[src/rtl/transition_scan_pkg.sv]
// Shared state encoding and default parameters for the transition scan controller.
package transition_scan_pkg;

  localparam int unsigned N_CH_DEF    = 4;
  localparam logic [3:0]  WIN_MAX_DEF = 4'd12;
  localparam logic [1:0]  HOLD_DEF    = 2'd3;

  typedef enum logic [2:0] {
    ST_IDLE    = 3'd0,
    ST_SEL     = 3'd1,
    ST_ARM     = 3'd2,
    ST_WAIT_HI = 3'd3,
    ST_DET     = 3'd4,
    ST_ADV     = 3'd5
  } state_t;

endpackage

[src/rtl/rr_next_ch.sv]
// Round-robin channel picker: first enabled channel strictly after last_ch,
// wrapping 3->0; last_ch itself is chosen only when it is the sole enabled one.
module rr_next_ch (
  input  logic [3:0] ch_mask,
  input  logic [1:0] last_ch,
  output logic [1:0] next_ch,
  output logic       any
);

  logic [1:0] idx;

  always_comb begin
    next_ch = last_ch;
    any     = |ch_mask;
    idx     = '0;
    // Walk from farthest to nearest so the nearest enabled channel wins.
    for (int unsigned k = 4; k >= 1; k--) begin
      idx = last_ch + 2'(k);
      if (ch_mask[idx]) next_ch = idx;
    end
  end

endmodule

[src/rtl/transition_scan_ctrl.sv]
// Scans channel pairs round-robin, looking for a 00 -> 11 transition within a
// bounded window; reports detections with a pulse plus a valid/ack handshake.
module transition_scan_ctrl
  import transition_scan_pkg::*;
#(
  parameter int unsigned N_CH    = N_CH_DEF,
  parameter logic [3:0]  WIN_MAX = WIN_MAX_DEF,
  parameter logic [1:0]  HOLD    = HOLD_DEF
) (
  input  logic            clk,
  input  logic            rst,
  input  logic            en,
  input  logic [N_CH-1:0] ch_mask,
  input  logic [N_CH-1:0] in1,
  input  logic [N_CH-1:0] in2,
  input  logic            ack,
  output logic            det_out,
  output logic            det_valid,
  output logic [1:0]      det_ch,
  output logic            overrun,
  output logic            busy,
  output logic [2:0]      ps,
  output logic [3:0]      win_cnt
);

  state_t     state;
  logic [1:0] cur_ch;
  logic [1:0] last_ch;
  logic [1:0] hold_cnt;
  logic [1:0] next_ch;
  logic       any_ch;
  logic [1:0] pair;
  logic       timeout;
  logic       det_enter;
  logic [3:0] win_inc;

  rr_next_ch u_rr (
    .ch_mask (ch_mask),
    .last_ch (last_ch),
    .next_ch (next_ch),
    .any     (any_ch)
  );

  assign pair      = {in1[cur_ch], in2[cur_ch]};
  assign timeout   = (win_cnt == WIN_MAX);
  assign det_enter = (state == ST_WAIT_HI) && !timeout && (pair == 2'b11);
  assign win_inc   = timeout ? win_cnt : win_cnt + 4'd1;
  assign ps        = state;

  always_ff @(posedge clk) begin
    if (rst) begin
      state     <= ST_IDLE;
      busy      <= 1'b0;
      det_out   <= 1'b0;
      det_valid <= 1'b0;
      det_ch    <= '0;
      overrun   <= 1'b0;
      win_cnt   <= '0;
      cur_ch    <= '0;
      last_ch   <= 2'd3;
      hold_cnt  <= '0;
    end else begin
      // A new result takes priority over a same-cycle acknowledge.
      if (det_enter) begin
        det_valid <= 1'b1;
        det_ch    <= cur_ch;
        if (det_valid && !ack) overrun <= 1'b1;
      end else if (ack) begin
        det_valid <= 1'b0;
      end

      case (state)
        ST_IDLE: begin
          if (en && any_ch) begin
            state <= ST_SEL;
            busy  <= 1'b1;
          end
        end
        ST_SEL: begin
          if (!any_ch) begin
            state <= ST_IDLE;
            busy  <= 1'b0;
          end else begin
            cur_ch  <= next_ch;
            win_cnt <= '0;
            state   <= ST_ARM;
          end
        end
        ST_ARM: begin
          if (timeout)             state <= ST_ADV;
          else if (pair == 2'b00)  state <= ST_WAIT_HI;
          else                     win_cnt <= win_inc;
        end
        ST_WAIT_HI: begin
          if (timeout) begin
            state <= ST_ADV;
          end else if (pair == 2'b11) begin
            state    <= ST_DET;
            det_out  <= 1'b1;
            hold_cnt <= HOLD - 2'd1;
          end else begin
            win_cnt <= win_inc;
            if (pair != 2'b00) state <= ST_ARM;
          end
        end
        ST_DET: begin
          if (hold_cnt == '0) begin
            state   <= ST_ADV;
            det_out <= 1'b0;
          end else begin
            hold_cnt <= hold_cnt - 2'd1;
          end
        end
        ST_ADV: begin
          last_ch <= cur_ch;
          state   <= en ? ST_SEL : ST_IDLE;
          busy    <= en;
        end
        default: begin
          state   <= ST_IDLE;
          busy    <= 1'b0;
          det_out <= 1'b0;
        end
      endcase
    end
  end

endmodule

[config.mk]
export PLATFORM = sky130hd
export DESIGN_NAME = transition_scan_ctrl
export DESIGN_NICKNAME = d
export VERILOG_FILES = /design/src/rtl/transition_scan_pkg.sv /design/src/rtl/rr_next_ch.sv /design/src/rtl/transition_scan_ctrl.sv
export SDC_FILE = /design/constraint.sdc
export NUM_CORES = 1
export LEC_CHECK = 0
export ABC_AREA = 1
export BUFFER_PORTS_ARGS = -buffer_cell sky130_fd_sc_hd__buf_2
export CORE_ASPECT_RATIO = 1.5
export CORE_MARGIN = 3
export CORE_UTILIZATION = 54
export CTS_CLUSTER_SIZE = 10
export DETAILED_ROUTE_END_ITERATION = 6
export GPL_TIMING_DRIVEN = 0
export HOLD_SLACK_MARGIN = 0.1
export PLACE_DENSITY = 0.79
export SYNTH_ARGS = -nofsm -noshare
export SYNTH_HDL_FRONTEND = slang
export SYNTH_HIERARCHICAL = 1
export SYNTH_SLANG_ARGS = --single-unit
[constraint.sdc]
create_clock -name clk -period 1.6 [get_ports clk]
set_input_delay 0.24 -clock clk [delete_from_list [all_inputs] [get_ports clk]]
set_output_delay 0.24 -clock clk [all_outputs]
set_load 0.03 [all_outputs]
After elaboration in Yosys (flattened, before gate mapping)
Cells that the tools add are included.
- add/subtract/negate cells: 5
- $lt $le $gt $ge: 4
- eq/ne operators: 19
- multiplexer cells: 42
- bitwise operators: 2
- reductions and logical operators: 23
- operators by type and width (cell ; number):
    $mux 3 ; 7
    $mux 4 ; 5
    $ne 2x2->1 const B ; 9
    $pmux 3 s6 ; 1
    $mux 2 ; 7
    $mux 1 ; 13
    $lt 2x3->1 const B ; 4
    $pmux 4 s3 ; 1
    $reduce_and 4->1 ; 3
    $bmux 1 s2 ; 5
    $reduce_or 4->1 ; 2
    $eq 3x2->1 const B ; 2
    $eq 3x3->1 const B ; 2
    $reduce_and 6->1 ; 1
    $reduce_bool 2->1 ; 3
    $add 2x2->2 const B ; 2
    $add 4x1->4 const B ; 1
    $eq 4x4->1 const B ; 1
    $logic_and 1x1->1 ; 4
    $logic_not 2->1 ; 2
    $ne 4x2->1 const B ; 1
    $pmux 1 s4 ; 1
    $pmux 2 s2 ; 1
    $reduce_and 2->1 ; 2
    13 further kinds ; 15
- register bits: 19
- input bits: 16
- logic and storage cells: 105

Logic depth before layout (Yosys ltp)
- word-level depth: 7
- depth in mapped cells: 12

By module
Netlist, hierarchy kept.
- by module, submodules not included (module ; instances ; cells each ; area an instance (µm²)):
    transition_scan_ctrl ; 1 ; 168 ; 1141.1
    rr_next_ch ; 1 ; 43 ; 203.9

Worst setup path after synthesis
Ideal clock, no wire load.
- path kind: flip-flop to flip-flop
- from: register win_cnt[0]
- to: register win_cnt[2]
- library setup time: 132 ps
- data arrival time: 1548 ps
- data required time: 1468 ps
- path slack: -80 ps
- stages on the path, launching flop included: 11
- path through: dfxtp_1 > inv_1 > ha_1 > inv_1 > nor2_2 > nand2_1 > nand2_1 > nor2_4 > nand3_2 > nand2_1 > a21oi_1
- cells in the longest elaborated chain, start to end: 4
- elaborated cells on any way between the ends: 10
- those cells by class: add/sub: 1; eq/ne: 3; mux: 5; reduce/logical: 1
- RTL lines (what ; line ; text):
    start, declared ; transition_scan_ctrl.sv:23 ; output logic [3:0] win_cnt
    start signal, assigned ; transition_scan_ctrl.sv:92 ; else win_cnt <= win_inc;
    start signal, assigned ; transition_scan_ctrl.sv:102 ; win_cnt <= win_inc;
    $add 4x1->4 ; transition_scan_ctrl.sv:47 ; assign win_inc = timeout ? win_cnt : win_cnt + 4'd1;
    $mux 4 (on tied branches) ; transition_scan_ctrl.sv:97, transition_scan_ctrl.sv:91 ;
    $mux 4 (on tied branches) ; transition_scan_ctrl.sv:95, transition_scan_ctrl.sv:90 ;
    $pmux 4 s3 ; transition_scan_ctrl.sv:72 ; case (state)
Parallel ways exist; a longest one is shown, timed or not. The select of a mux whose other input is x is not followed.
A chain may end at the register's enable or synchronous reset.

Final worst setup path
- from: register win_cnt[1]
- to: register win_cnt[3]
The elaborated chain is that of the path after synthesis.

==> summary.md <==
| Metric | Value |
|---|---|
| Status | `finished clean` |
| First-pass GRT wire length | `5.04 mm` |
| Hold Fails Final Rpt | `0` |
| Multi-input gate area | `around 850 sq um` |
| Total core area | `0.00231 sq mm` |
| Power per standard cell area | `~1100 mW/mm^2` |
| Starting Density | `58.2%` |
| Initial antenna violation count | `0` |
| Crit end category | `register` |
| Overall routing resource usage | `21.7%` |
| TritonCTS clock tree | `done` |
| Leakage | `0.864 nW` |
| Max-slew violations | `0` |
| Drt initial violations | `55` |
| Synthesis Warnings | `6` |
| Worst-Skew Late Latency | `around 0.31 ns` |
| Top post-synthesis cells by area | `dfxtp_1 28%, nand2_1 17%, inv_1 7.8%` |
| CTS Buf Count | `3` |
| Total of max-cap violations | `0` |
| Synth Area per Inst | `6.37 sq um` |
| Hold Path Cell Cnt | `2` |
| Clock tree buffer depth | `2` |
| Routability congestion estimate | `about 0.9` |
| Die area | `0.00314 sq mm` |
| RR Startpoint | `win_cnt[1]$_SDFFE_PP0P_` |
| CTS root buffer | `clkbuf_4` |
| Maximum vdd drop | `0.757 mV` |
| Worst-path maximum fanout | `6` |
| Net count of the finished layout | `269` |
| Synth Cell Area | `0.00135 sq mm` |
| Detail Placement HPWL | `2.41 mm` |
| Remaining DRCs | `0` |
| Yosys cell types | `28` |
| Clock Skews | `0.00391 ns` |
| Rel. slew slack | `69.1%` |
| Worst-path clk slew | `0.12 ns` |
| Antenna Nets Post-Route | `0` |
| Htree depth | `1` |
| Critical R2R Capture | `win_cnt[3]$_SDFFE_PP0P_` |
| CP Class | `register to register` |
| Drt wl/cell | `11.8 um` |
| Vias in the first global route | `1295` |
| Hold slack | `0.157 ns` |
| Critical path data arrival time | `1.74 ns` |
| Port bufs | `28` |
| Rows | `21` |
| Hold Path Class | `input pin to register` |
| Die extent in x | `~47 um` |
| Hold Path Origin | `rst` |
| Yosys top cell area share | `28.3%` |
| Placed insts | `262` |
| WL final | `3.20 mm` |
| Cells on worst reg2reg path | `10` |
| Synthesized net count | `230` |
| Actual slew at the worst max-slew pin | `between 0.4 and 0.5 ns` |
| CP required | `1.85 ns` |
| Grt ovf | `0` |
| Critical path launch point type | `register` |
| Vias/cell | `5.34` |
| Hold_buf cts | `0` |
| Most frequent cells in the layout | `57 x nand2_1, 28 x buf_2, 27 x inv_1` |
| Placed cell area | `0.00152 sq mm` |
| Via total after detailed routing | `1452` |
| Layout Cells excl Fill | `~270` |
| Hold endpoint | `busy$_SDFFE_PP0P_` |
| Synth Register Bits | `19` |
| Post-Syn Instances | `211` |
| Clock sink total | `19` |
| ANT cells | `0` |
| Worst R2R Setup Slack | `0.11 ns` |
| Period utilization | `around 93%` |
| Largest net degree at the start of global routing | `12` |
| Design Area, Final | `0.00164 sq mm` |
| Overall die height | `roughly 67 um` |
| Fillcell total | `~220` |
| Register area share after synthesis | `28.3%` |
| Minimum clock period | `about 1.5 ns` |
| Share of cells above drive strength 1 | `30.1%` |
| Setup Viol. Count Final | `0` |
| Most common cell after layout, fill and taps aside | `nand2_1` |
| IO Pins | `29` |
| FMAX | `approximately 0.67 GHz` |
| Area grow syn2layout | `21.7%` |
| Setup TNS | `0 ns` |
| DRT Pass-1 Iters | `4` |
| Yosys top cell by area | `dfxtp_1` |
| Register Area | `~390 sq um` |
critical path, cell delays in order, from the launching register on:
cell,delay (ns)
dfxtp_4,0.38
inv_1,0.05
ha_2,0.17
inv_2,0.07
nor2_4,0.06
nand2_2,0.09
nand2_2,0.07
nor2_4,0.20
buf_6,0.12
nand4_1,0.08
a21oi_1,0.14
cells in the mapped netlist:
library cell   n
nand2_1       61
inv_1         28
dfxtp_1       19
nor2_1        16
nand3_1       14
a21oi_1       13
o21ai_0       10
nand2_2        9
nand4_1        8
inv_2          4
ha_1           3
nor2_4         3
a41oi_1        2
buf_6          2
nand2_4        2
nand3_2        2
nor2_2         2
nor3_1         2
o21ai_1        2
clkbuf_1       1
inv_6          1
nand3b_4       1
nor4_1         1
o211ai_1       1
o21a_1         1
or2_1          1
xnor2_1        1
xor2_1         1
sequential cells by signal (all words and copies together) (netlist names):
name,count
busy,1
cur_ch,2
det_ch,2
det_out,1
det_valid,1
hold_cnt,2
last_ch,2
overrun,1
ps,3
win_cnt,4
through the flow:
step                total power, mW  setup slack, ns  utilization [%]
floorplan                      1.24           0.0558                -
global placement               1.42           0.0201             65.6
detailed placement             1.43           0.0110             65.6
CTS                            1.69          0.00274             66.8
global route                   1.96          -0.0111             70.8
finish                         1.82            0.112             70.8
cell type report:
| cell class | count | share of cell area, % |
|---|---|---|
| Multi-Input combinational cell | 156 | 51.8 |
| Sequential cell | 19 | 23.8 |
| Timing Repair Buffer | 34 | 11.5 |
| Inverter | 33 | 7.87 |
| Tap cell | 23 | 1.76 |
| Buffer | 3 | 1.61 |
| Clock buffer | 3 | 1.38 |
| Clock inverter | 1 | 0.306 |
power breakdown:
group	internal [mW]	switching (mW)	total [mW]
combinational	0.352	0.609	0.961
sequential	0.541	0.0654	0.606
clock	0.0936	0.164	0.257
how the worst max path moves through the flow:
stage	from	depth (start not counted)	slack, ns	end
after global routing	cur_ch[1]$_SDFFE_PP0N_	8	-0.01	win_cnt[0]$_SDFFE_PP0P_
final	win_cnt[1]$_SDFFE_PP0P_	10	0.11	win_cnt[3]$_SDFFE_PP0P_
after global placement	win_cnt[0]$_SDFFE_PP0P_	10	0.02	win_cnt[3]$_SDFFE_PP0P_
after detailed placement	win_cnt[0]$_SDFFE_PP0P_	11	0.01	win_cnt[0]$_SDFFE_PP0P_
after CTS	win_cnt[0]$_SDFFE_PP0P_	11	0.003	win_cnt[0]$_SDFFE_PP0P_
after floorplan	win_cnt[0]$_SDFFE_PP0P_	10	0.06	win_cnt[2]$_SDFFE_PP0P_
layer usage:
metal	up-vias	share of wire, %	global-route usage, %
li1	753	-	-
met1	647	38	22.4
met2	41	53	40.0
met3	11	5.0	3.24
met4	0	3.0	10.7
met5	-	0	0
repair_timing:
action	in CTS	in global routing
resized for setup	0	15
setup buffers	0	6
pin swaps	1	2
endpoints found under the setup margin	4	10
cell families after synthesis:
| group | count (synthesis) | share of synthesized area, % |
|---|---|---|
| flip-flops | 19 | 28.3 |
| buffers and inverters | 36 | 11.5 |
| XOR/XNOR | 2 | 1.30 |
| adder cells (fa/ha/maj) | 3 | 2.79 |
| AND/OR/NAND/NOR | 122 | 44.4 |
| AO/OA/AOI/OAI | 29 | 11.7 |
(Power assumes the default switching activity.)
